===== src/rtl/immediate_select_pipe_pkg.sv =====
// Shared definitions for the immediate generator: format codes, select-field
// layout and the skid-buffer state encoding.
package rv_imm_pkg;

   localparam logic [2:0] IMM_U   = 3'b000;
   localparam logic [2:0] IMM_J   = 3'b001;
   localparam logic [2:0] IMM_I   = 3'b010;
   localparam logic [2:0] IMM_B   = 3'b011;
   localparam logic [2:0] IMM_S   = 3'b100;
   localparam logic [2:0] IMM_SH  = 3'b101;
   localparam logic [2:0] IMM_Z   = 3'b110;
   localparam logic [2:0] IMM_RSV = 3'b111;

   localparam int SEL_UNSIGNED = 3;

   typedef enum logic [1:0] {
      ST_EMPTY = 2'd0,
      ST_ONE   = 2'd1,
      ST_FULL  = 2'd2
   } pipe_state_t;

endpackage


===== src/rtl/immediate_select_pipe_if.sv =====
// Handshake bundle between decode (master) and the immediate pipe (slave).
interface immediate_select_pipe_if #(
   parameter int XLEN  = 32,
   parameter int TAG_W = 8
);
   logic             IN_VALID;
   logic             IN_READY;
   logic [31:0]      INSTRUCTION;
   logic [3:0]       SELECT;
   logic [TAG_W-1:0] IN_TAG;
   logic             OUT_VALID;
   logic             OUT_READY;
   logic [XLEN-1:0]  OUTPUT;
   logic [TAG_W-1:0] OUT_TAG;
   logic             ILLEGAL;

   modport master (
      output IN_VALID, INSTRUCTION, SELECT, IN_TAG, OUT_READY,
      input  IN_READY, OUT_VALID, OUTPUT, OUT_TAG, ILLEGAL
   );

   modport slave (
      input  IN_VALID, INSTRUCTION, SELECT, IN_TAG, OUT_READY,
      output IN_READY, OUT_VALID, OUTPUT, OUT_TAG, ILLEGAL
   );
endinterface


===== src/rtl/immediate_select_pipe_extract.sv =====
// Combinational immediate extraction and extension to XLEN for every RV
// immediate format; reserved format yields zero and flags illegal.
module immediate_extract
   import rv_imm_pkg::*;
#(
   parameter int XLEN = 32
) (
   input  logic [31:0]     i_instr,
   input  logic [3:0]      i_select,
   output logic [XLEN-1:0] o_imm,
   output logic            o_illegal
);

   logic [31:0] w_imm32;
   logic        w_sext;
   logic        w_msb;
   logic        w_unused_opcode;

   assign w_unused_opcode = ^i_instr[6:0];
   assign w_sext          = ~i_select[SEL_UNSIGNED];
   assign w_msb           = i_instr[31] & w_sext;

   always_comb begin
      w_imm32   = '0;
      o_illegal = 1'b0;
      case (i_select[2:0])
         IMM_U:   w_imm32 = {i_instr[31:12], 12'b0};
         IMM_J:   w_imm32 = {{11{w_msb}}, i_instr[31], i_instr[19:12], i_instr[20],
                             i_instr[30:21], 1'b0};
         IMM_I:   w_imm32 = {{20{w_msb}}, i_instr[31:20]};
         IMM_B:   w_imm32 = {{19{w_msb}}, i_instr[31], i_instr[7], i_instr[30:25],
                             i_instr[11:8], 1'b0};
         IMM_S:   w_imm32 = {{20{w_msb}}, i_instr[31:25], i_instr[11:7]};
         IMM_SH:  w_imm32 = (XLEN == 64) ? {26'b0, i_instr[25:20]}
                                         : {27'b0, i_instr[24:20]};
         IMM_Z:   w_imm32 = {27'b0, i_instr[19:15]};
         default: o_illegal = 1'b1;
      endcase
   end

   // Bit 31 of the 32-bit result is already the extension bit for every
   // signed format, and zero for shamt/zimm/reserved.
   if (XLEN == 64) begin : g_x64
      assign o_imm = {{32{w_imm32[31] & w_sext}}, w_imm32};
   end else begin : g_x32
      assign o_imm = w_imm32[XLEN-1:0];
   end

endmodule


===== src/rtl/immediate_select_pipe.sv =====
// Registered immediate generator with valid/ready handshake and a two-entry
// skid buffer so decode back-pressure never loses an instruction.
module immediate_select_pipe
   import rv_imm_pkg::*;
#(
   parameter int XLEN  = 32,
   parameter int TAG_W = 8
) (
   input  logic                    CLK,
   input  logic                    RESETN,
   input  logic                    FLUSH,
   immediate_select_pipe_if.slave  bus
);
   // state    | meaning
   // ST_EMPTY | no entries held, OUT_VALID=0
   // ST_ONE   | MAIN holds the presented entry
   // ST_FULL  | MAIN presented, SKID holds the next entry, IN_READY=0

   if (XLEN != 32 && XLEN != 64) begin : g_bad_xlen
      $error("immediate_select_pipe: XLEN must be 32 or 64");
   end

   pipe_state_t      r_state;
   logic             r_in_ready;
   logic             r_out_valid;
   logic [XLEN-1:0]  r_main_imm;
   logic [TAG_W-1:0] r_main_tag;
   logic             r_main_ill;
   logic [XLEN-1:0]  r_skid_imm;
   logic [TAG_W-1:0] r_skid_tag;
   logic             r_skid_ill;

   logic [XLEN-1:0]  w_ext_imm;
   logic             w_ext_ill;
   logic             w_in_fire;
   logic             w_out_fire;

   immediate_extract #(.XLEN(XLEN)) u_extract (
      .i_instr   (bus.INSTRUCTION),
      .i_select  (bus.SELECT),
      .o_imm     (w_ext_imm),
      .o_illegal (w_ext_ill)
   );

   assign w_in_fire  = bus.IN_VALID & r_in_ready;
   assign w_out_fire = r_out_valid & bus.OUT_READY;

   always_ff @(posedge CLK or negedge RESETN) begin
      if (!RESETN) begin
         r_state     <= ST_EMPTY;
         r_in_ready  <= 1'b1;
         r_out_valid <= 1'b0;
         r_main_imm  <= '0;
         r_main_tag  <= '0;
         r_main_ill  <= 1'b0;
         r_skid_imm  <= '0;
         r_skid_tag  <= '0;
         r_skid_ill  <= 1'b0;
      end else if (FLUSH) begin
         r_state     <= ST_EMPTY;
         r_in_ready  <= 1'b1;
         r_out_valid <= 1'b0;
      end else begin
         case (r_state)
            ST_EMPTY: begin
               if (w_in_fire) begin
                  r_main_imm  <= w_ext_imm;
                  r_main_tag  <= bus.IN_TAG;
                  r_main_ill  <= w_ext_ill;
                  r_out_valid <= 1'b1;
                  r_state     <= ST_ONE;
               end
            end
            ST_ONE: begin
               case ({w_in_fire, w_out_fire})
                  2'b10: begin
                     r_skid_imm <= w_ext_imm;
                     r_skid_tag <= bus.IN_TAG;
                     r_skid_ill <= w_ext_ill;
                     r_in_ready <= 1'b0;
                     r_state    <= ST_FULL;
                  end
                  2'b01: begin
                     r_out_valid <= 1'b0;
                     r_state     <= ST_EMPTY;
                  end
                  2'b11: begin
                     r_main_imm <= w_ext_imm;
                     r_main_tag <= bus.IN_TAG;
                     r_main_ill <= w_ext_ill;
                  end
                  default: ;
               endcase
            end
            ST_FULL: begin
               if (w_out_fire) begin
                  r_main_imm <= r_skid_imm;
                  r_main_tag <= r_skid_tag;
                  r_main_ill <= r_skid_ill;
                  r_in_ready <= 1'b1;
                  r_state    <= ST_ONE;
               end
            end
            default: begin
               r_state     <= ST_EMPTY;
               r_in_ready  <= 1'b1;
               r_out_valid <= 1'b0;
            end
         endcase
      end
   end

   assign bus.IN_READY  = r_in_ready;
   assign bus.OUT_VALID = r_out_valid;
   assign bus.OUTPUT    = r_main_imm;
   assign bus.OUT_TAG   = r_main_tag;
   assign bus.ILLEGAL   = r_main_ill;

endmodule


===== src/flat_wrapper.sv =====
// flat-port wrapper written by rule: the top's interface ports become plain ports
module immediate_select_pipe_flat import rv_imm_pkg::*;
#(
   parameter int XLEN  = 32,
   parameter int TAG_W = 8
)
  (CLK, RESETN, FLUSH, bus_IN_VALID, bus_INSTRUCTION, bus_SELECT, bus_IN_TAG, bus_OUT_READY, bus_IN_READY, bus_OUT_VALID, bus_OUTPUT, bus_OUT_TAG, bus_ILLEGAL);
  immediate_select_pipe_if #(.XLEN(XLEN), .TAG_W(TAG_W)) bus_i ();
  input  logic CLK;
  input  logic RESETN;
  input  logic FLUSH;
  input wire logic [$bits(bus_i.IN_VALID)-1:0] bus_IN_VALID;
  input wire logic [$bits(bus_i.INSTRUCTION)-1:0] bus_INSTRUCTION;
  input wire logic [$bits(bus_i.SELECT)-1:0] bus_SELECT;
  input wire logic [$bits(bus_i.IN_TAG)-1:0] bus_IN_TAG;
  input wire logic [$bits(bus_i.OUT_READY)-1:0] bus_OUT_READY;
  output wire logic [$bits(bus_i.IN_READY)-1:0] bus_IN_READY;
  output wire logic [$bits(bus_i.OUT_VALID)-1:0] bus_OUT_VALID;
  output wire logic [$bits(bus_i.OUTPUT)-1:0] bus_OUTPUT;
  output wire logic [$bits(bus_i.OUT_TAG)-1:0] bus_OUT_TAG;
  output wire logic [$bits(bus_i.ILLEGAL)-1:0] bus_ILLEGAL;
  assign bus_i.IN_VALID = bus_IN_VALID;
  assign bus_i.INSTRUCTION = bus_INSTRUCTION;
  assign bus_i.SELECT = bus_SELECT;
  assign bus_i.IN_TAG = bus_IN_TAG;
  assign bus_i.OUT_READY = bus_OUT_READY;
  assign bus_IN_READY = bus_i.IN_READY;
  assign bus_OUT_VALID = bus_i.OUT_VALID;
  assign bus_OUTPUT = bus_i.OUTPUT;
  assign bus_OUT_TAG = bus_i.OUT_TAG;
  assign bus_ILLEGAL = bus_i.ILLEGAL;
  immediate_select_pipe #(.XLEN(XLEN), .TAG_W(TAG_W)) u_core (.CLK(CLK), .RESETN(RESETN), .FLUSH(FLUSH), .bus(bus_i));
endmodule

===== config.mk =====
export PLATFORM = sky130hd
export DESIGN_NAME = immediate_select_pipe_flat
export DESIGN_NICKNAME = d
export VERILOG_FILES = /design/src/rtl/immediate_select_pipe_pkg.sv /design/src/rtl/immediate_select_pipe_if.sv /design/src/rtl/immediate_select_pipe_extract.sv /design/src/rtl/immediate_select_pipe.sv /design/src/flat_wrapper.sv
export SDC_FILE = /design/constraint.sdc
export NUM_CORES = 1
export LEC_CHECK = 0
export CAP_MARGIN = 20
export CORE_UTILIZATION = 35
export CTS_CLUSTER_DIAMETER = 150
export DETAILED_ROUTE_END_ITERATION = 12
export DONT_BUFFER_PORTS = 1
export HOLD_SLACK_MARGIN = 0.15
export RECOVER_POWER = 100
export SLEW_MARGIN = 30
export SYNTH_ARGS = -nofsm -noshare
export SYNTH_HDL_FRONTEND = slang
export SYNTH_SLANG_ARGS = --single-unit

===== constraint.sdc =====
create_clock -name CLK -period 1.8 [get_ports CLK]
set_input_delay 0 -clock CLK [delete_from_list [all_inputs] [get_ports CLK]]
set_output_delay 0 -clock CLK [all_outputs]
set_load 0.01 [all_outputs]

==> flow_metrics.py <==
metrics = {
    "timing": {
        "layout_min_cycle_time_ns": 1.72,
        "fin_hold_ws_ns": -0.647,
        "fmax_mhz": 581,
        "relSlewSlack": 0.490,
        "rsz0062_at_grt": "no",
        "slew_violations": 0,
        "tightest_slew_ns": 0.765,
        "report.final.setup_viol": 0,
        "fin_skew_ns": 0.00606,
        "finalCritPeriodShare": 0.956,
        "hold_viol_final": 86,
        "tns_ns": 0,
    },
    "floorplanning": {
        "rows": 40,
        "io_pins": 92,
        "start_util": 0.364,
        "die_width_um": 115,
        "die_height_um": 115,
        "core_um2": 12200,
        "dieArea_um2": 13200,
    },
    "drt": {
        "dr.pass1.iters": 5,
        "num_vias": 3796,
        "drt-initial-drc-count": 271,
        "drc": 0,
        "detail-route-antenna-nets": 0,
        "routed_wl_um": 12400,
        "wl_per_cell_um": 17.8,
        "viasPerCell": 5.42,
    },
    "logic_synthesis": {
        "ys.warnings.count": 0,
        "syn_nets": 508,
        "ys_types": 49,
        "syn_area_um2": 4440,
        "synth.avg_cell_area_um2": 9.68,
        "synth-async-reset-ratio": 1.00,
        "synth_seq_cells": 86,
        "dominantRegCellSynth": "dfrtp_1",
        "synth_edf_count": 0,
        "ys_seq_area_frac": 0.485,
        "synthesis.instances": 459,
    },
    "critical_path": {
        "worstSetupPathType": "flop to flop",
        "critPathMaxStageDelay_ns": 0.56,
        "crit_fanout": 4,
        "cp-end-kind": "flop",
        "worstPathArrival_ns": 2.00,
        "crit_family": "buffers and inverters",
        "crit_required_ns": 2.08,
        "cp-start-kind": "flop",
        "worst_path_max_delay_cell": "dlygate4sd3_1",
        "critPathBufInv": 2,
        "crit_chain": "and3b_2 -> buf_4 -> o21bai_1 -> a21oi_1 -> dlygate4sd3_1",
    },
    "run": {
        "maxCapViolCount": 0,
    },
    "final_layout": {
        "multiInputGateArea_um2": 2080,
        "num-fill-cells": 1168,
        "area_growth_pct": 28.1,
        "fin_util": 0.466,
        "drive_above_1_share": 0.115,
        "nNetsFinal": 576,
        "diodes": 0,
        "seq_area_um2": 2150,
    },
    "place": {
        "numPortBuffers": 0,
        "hpwlAfterDp_um": 7640,
        "place.gp.congestion": 0.878,
    },
    "clock_tree": {
        "clock_latency_ns": 0.34,
        "cts_tree": "built",
        "cts_buffers": 9,
        "cts.sink_count": 86,
        "clockBufferDepth": 2,
        "cts.clk_slew.worst_paths_ns": 0.06,
        "cts_root_buf": "clkbuf_16",
        "h-tree-depth": 3,
    },
    "global_routing": {
        "grtUsageTotal": 0.201,
        "grt_pass1_wl_um": 20100,
        "antenna_found_initial": 0,
        "grt_pass1_vias": 3745,
        "grt_max_degree": 87,
        "gr-total-overflow": 0,
    },
    "power": {
        "peakVddDrop_mv": 0.607,
        "p_leak_uw": 0.00250,
        "power-per-cell-area_nw_per_um2": 1180,
    },
    "outcome": {
        "status": "complete, but fails checks",
        "violations": "hold timing",
    },
    "hold_path": {
        "worstHoldPathType": "input port to asynchronous set/reset pin",
    },
}
## synth_stat cells (2+ instances only)
cell type,n,area [um2]
buf_2,12,60.1
o211ai_1,4,30.0
mux2i_1,10,100
a21o_1,2,15.0
nor4b_1,10,87.6
and2_1,2,12.5
o21ai_1,3,15.0
mux2_2,14,158
a22o_1,17,149
a31oi_1,25,156
nand3_1,19,95.1
nor3_1,2,10.0
a21oi_1,22,110
dfrtp_1,85,2130
o21a_1,3,22.5
nor2b_1,7,43.8
buf_1,2,7.51
a221o_1,4,40.0
nand2b_1,7,43.8
and3b_1,2,17.5
mux2_4,9,135
clkbuf_1,17,63.8
buf_6,6,67.6
nor2_1,29,109
o21ai_0,44,220
nand2_1,73,274
nand3b_1,7,52.6
## final cells by class
type,count,share of cell area
sequential,86,0.378
multi-input combinational,334,0.366
timing repair buffer,95,0.162
clock buffer,9,0.0396
tap,168,0.0369
clock inverter,7,0.0171
inverter,1,0.000659
## path summary, 6_finish.rpt
| kind | slack (ns) | depth (start not counted) | from | to |
|---|---|---|---|---|
| hold / removal | -0.65 | 0 | RESETN | u_core.bus.OUT_TAG[7] |
| setup / recovery | 0.08 | 5 | u_core.bus.IN_READY | u_core.bus.OUT_VALID |
| setup reg to reg | 0.08 | 5 | u_core.bus.IN_READY | u_core.bus.OUT_VALID |
| hold reg to reg | 0.48 | 2 | u_core.r_skid_tag[7] | u_core.r_skid_tag[7] |
| max in group asynchronous | 2.27 | 0 | RESETN | u_core.bus.IN_READY |
| min in group CLK | 0.16 | 4 | bus_SELECT[2] | u_core.r_skid_imm[20] |
## flip-flops by register name (all words and copies together) (netlist names)
signal                cells
u_core.bus.ILLEGAL        1
u_core.bus.IN_READY       1
u_core.bus.OUTPUT        32
u_core.bus.OUT_TAG        8
u_core.bus.OUT_VALID      1
u_core.r_skid_ill         1
u_core.r_skid_imm        32
u_core.r_skid_tag         8
u_core.r_state            2
## cell usage in the layout (no fill, tap or decap), types with 3 or more instances in the layout
cell type	netlist	layout
a21oi_1	22	22
a221o_1	4	4
a22o_1	17	17
a31oi_1	25	25
buf_4	1	13
clkbuf_1	17	3
clkbuf_16	0	9
dfrtp_1	85	85
dlygate4sd3_1	0	71
dlymetal6s4s_1	0	4
mux2_1	0	8
mux2_2	14	14
mux2i_1	10	10
nand2_1	73	72
nand2b_1	7	7
nand3_1	19	18
nand3b_1	7	7
nor2_1	29	28
nor2b_1	7	6
nor4b_1	10	10
o211ai_1	4	4
o21a_1	3	3
o21ai_0	44	44
o21ai_1	3	3
## timing repair
action                                  CTS  global route
gates resized for setup                   0            12
hold endpoints to repair                172           108
endpoints found under the setup margin    0            40
setup buffers                             0             0
hold buffers                             74             1
## metrics by stage
| step | total power (uW) | hold WS, ns | instances | area, um2 | setup WS (ns) |
|---|---|---|---|---|---|
| floorplan | 4310 | -0.296 | 459 | 4440 | 0.00752 |
| global placement | 4590 | -0.292 | 609 | 4630 | 0.0640 |
| detailed placement | 4660 | -0.291 | 609 | 4630 | 0.0325 |
| CTS | 6850 | -0.662 | 699 | 5690 | 0.00722 |
| global route | 7150 | -0.673 | 700 | 5690 | 0.00614 |
| finish | 6740 | -0.647 | 700 | 5690 | 0.0786 |
## kinds of logic after synthesis
family	Yosys count	synth area share
and+or+nand+nor	167	0.187
DFF	86	0.485
buffers and inverters	39	0.0473
AOI/OAI and AO/OA	134	0.193
muxes	33	0.0884
## per-layer routing
metal  routed length (um)  GRT usage  vias to the layer above
met5                    0          0                        -
li1                     -          -                     1781
met2                 5930      0.330                      143
met4                  245     0.0684                        0
met1                 5230      0.252                     1850
met3                 1020     0.0593                       22
## where the power goes
group | leakage (uW) | internal, uW | switching (uW)
Combinational | 0.00124 | 740 | 674
Sequential | 0.00111 | 2680 | 642
Clock | 0.000152 | 1220 | 784
Total | 0.00250 | 4640 | 2100
## worst reg2reg max path: stages (launching register included)
cell and delay [ns]:
dfstp_2 0.53, and3b_2 0.25, buf_4 0.14, o21bai_1 0.06
a21oi_1 0.13, dlygate4sd3_1 0.56
Note: power is estimated with default switching activity, not from simulation.
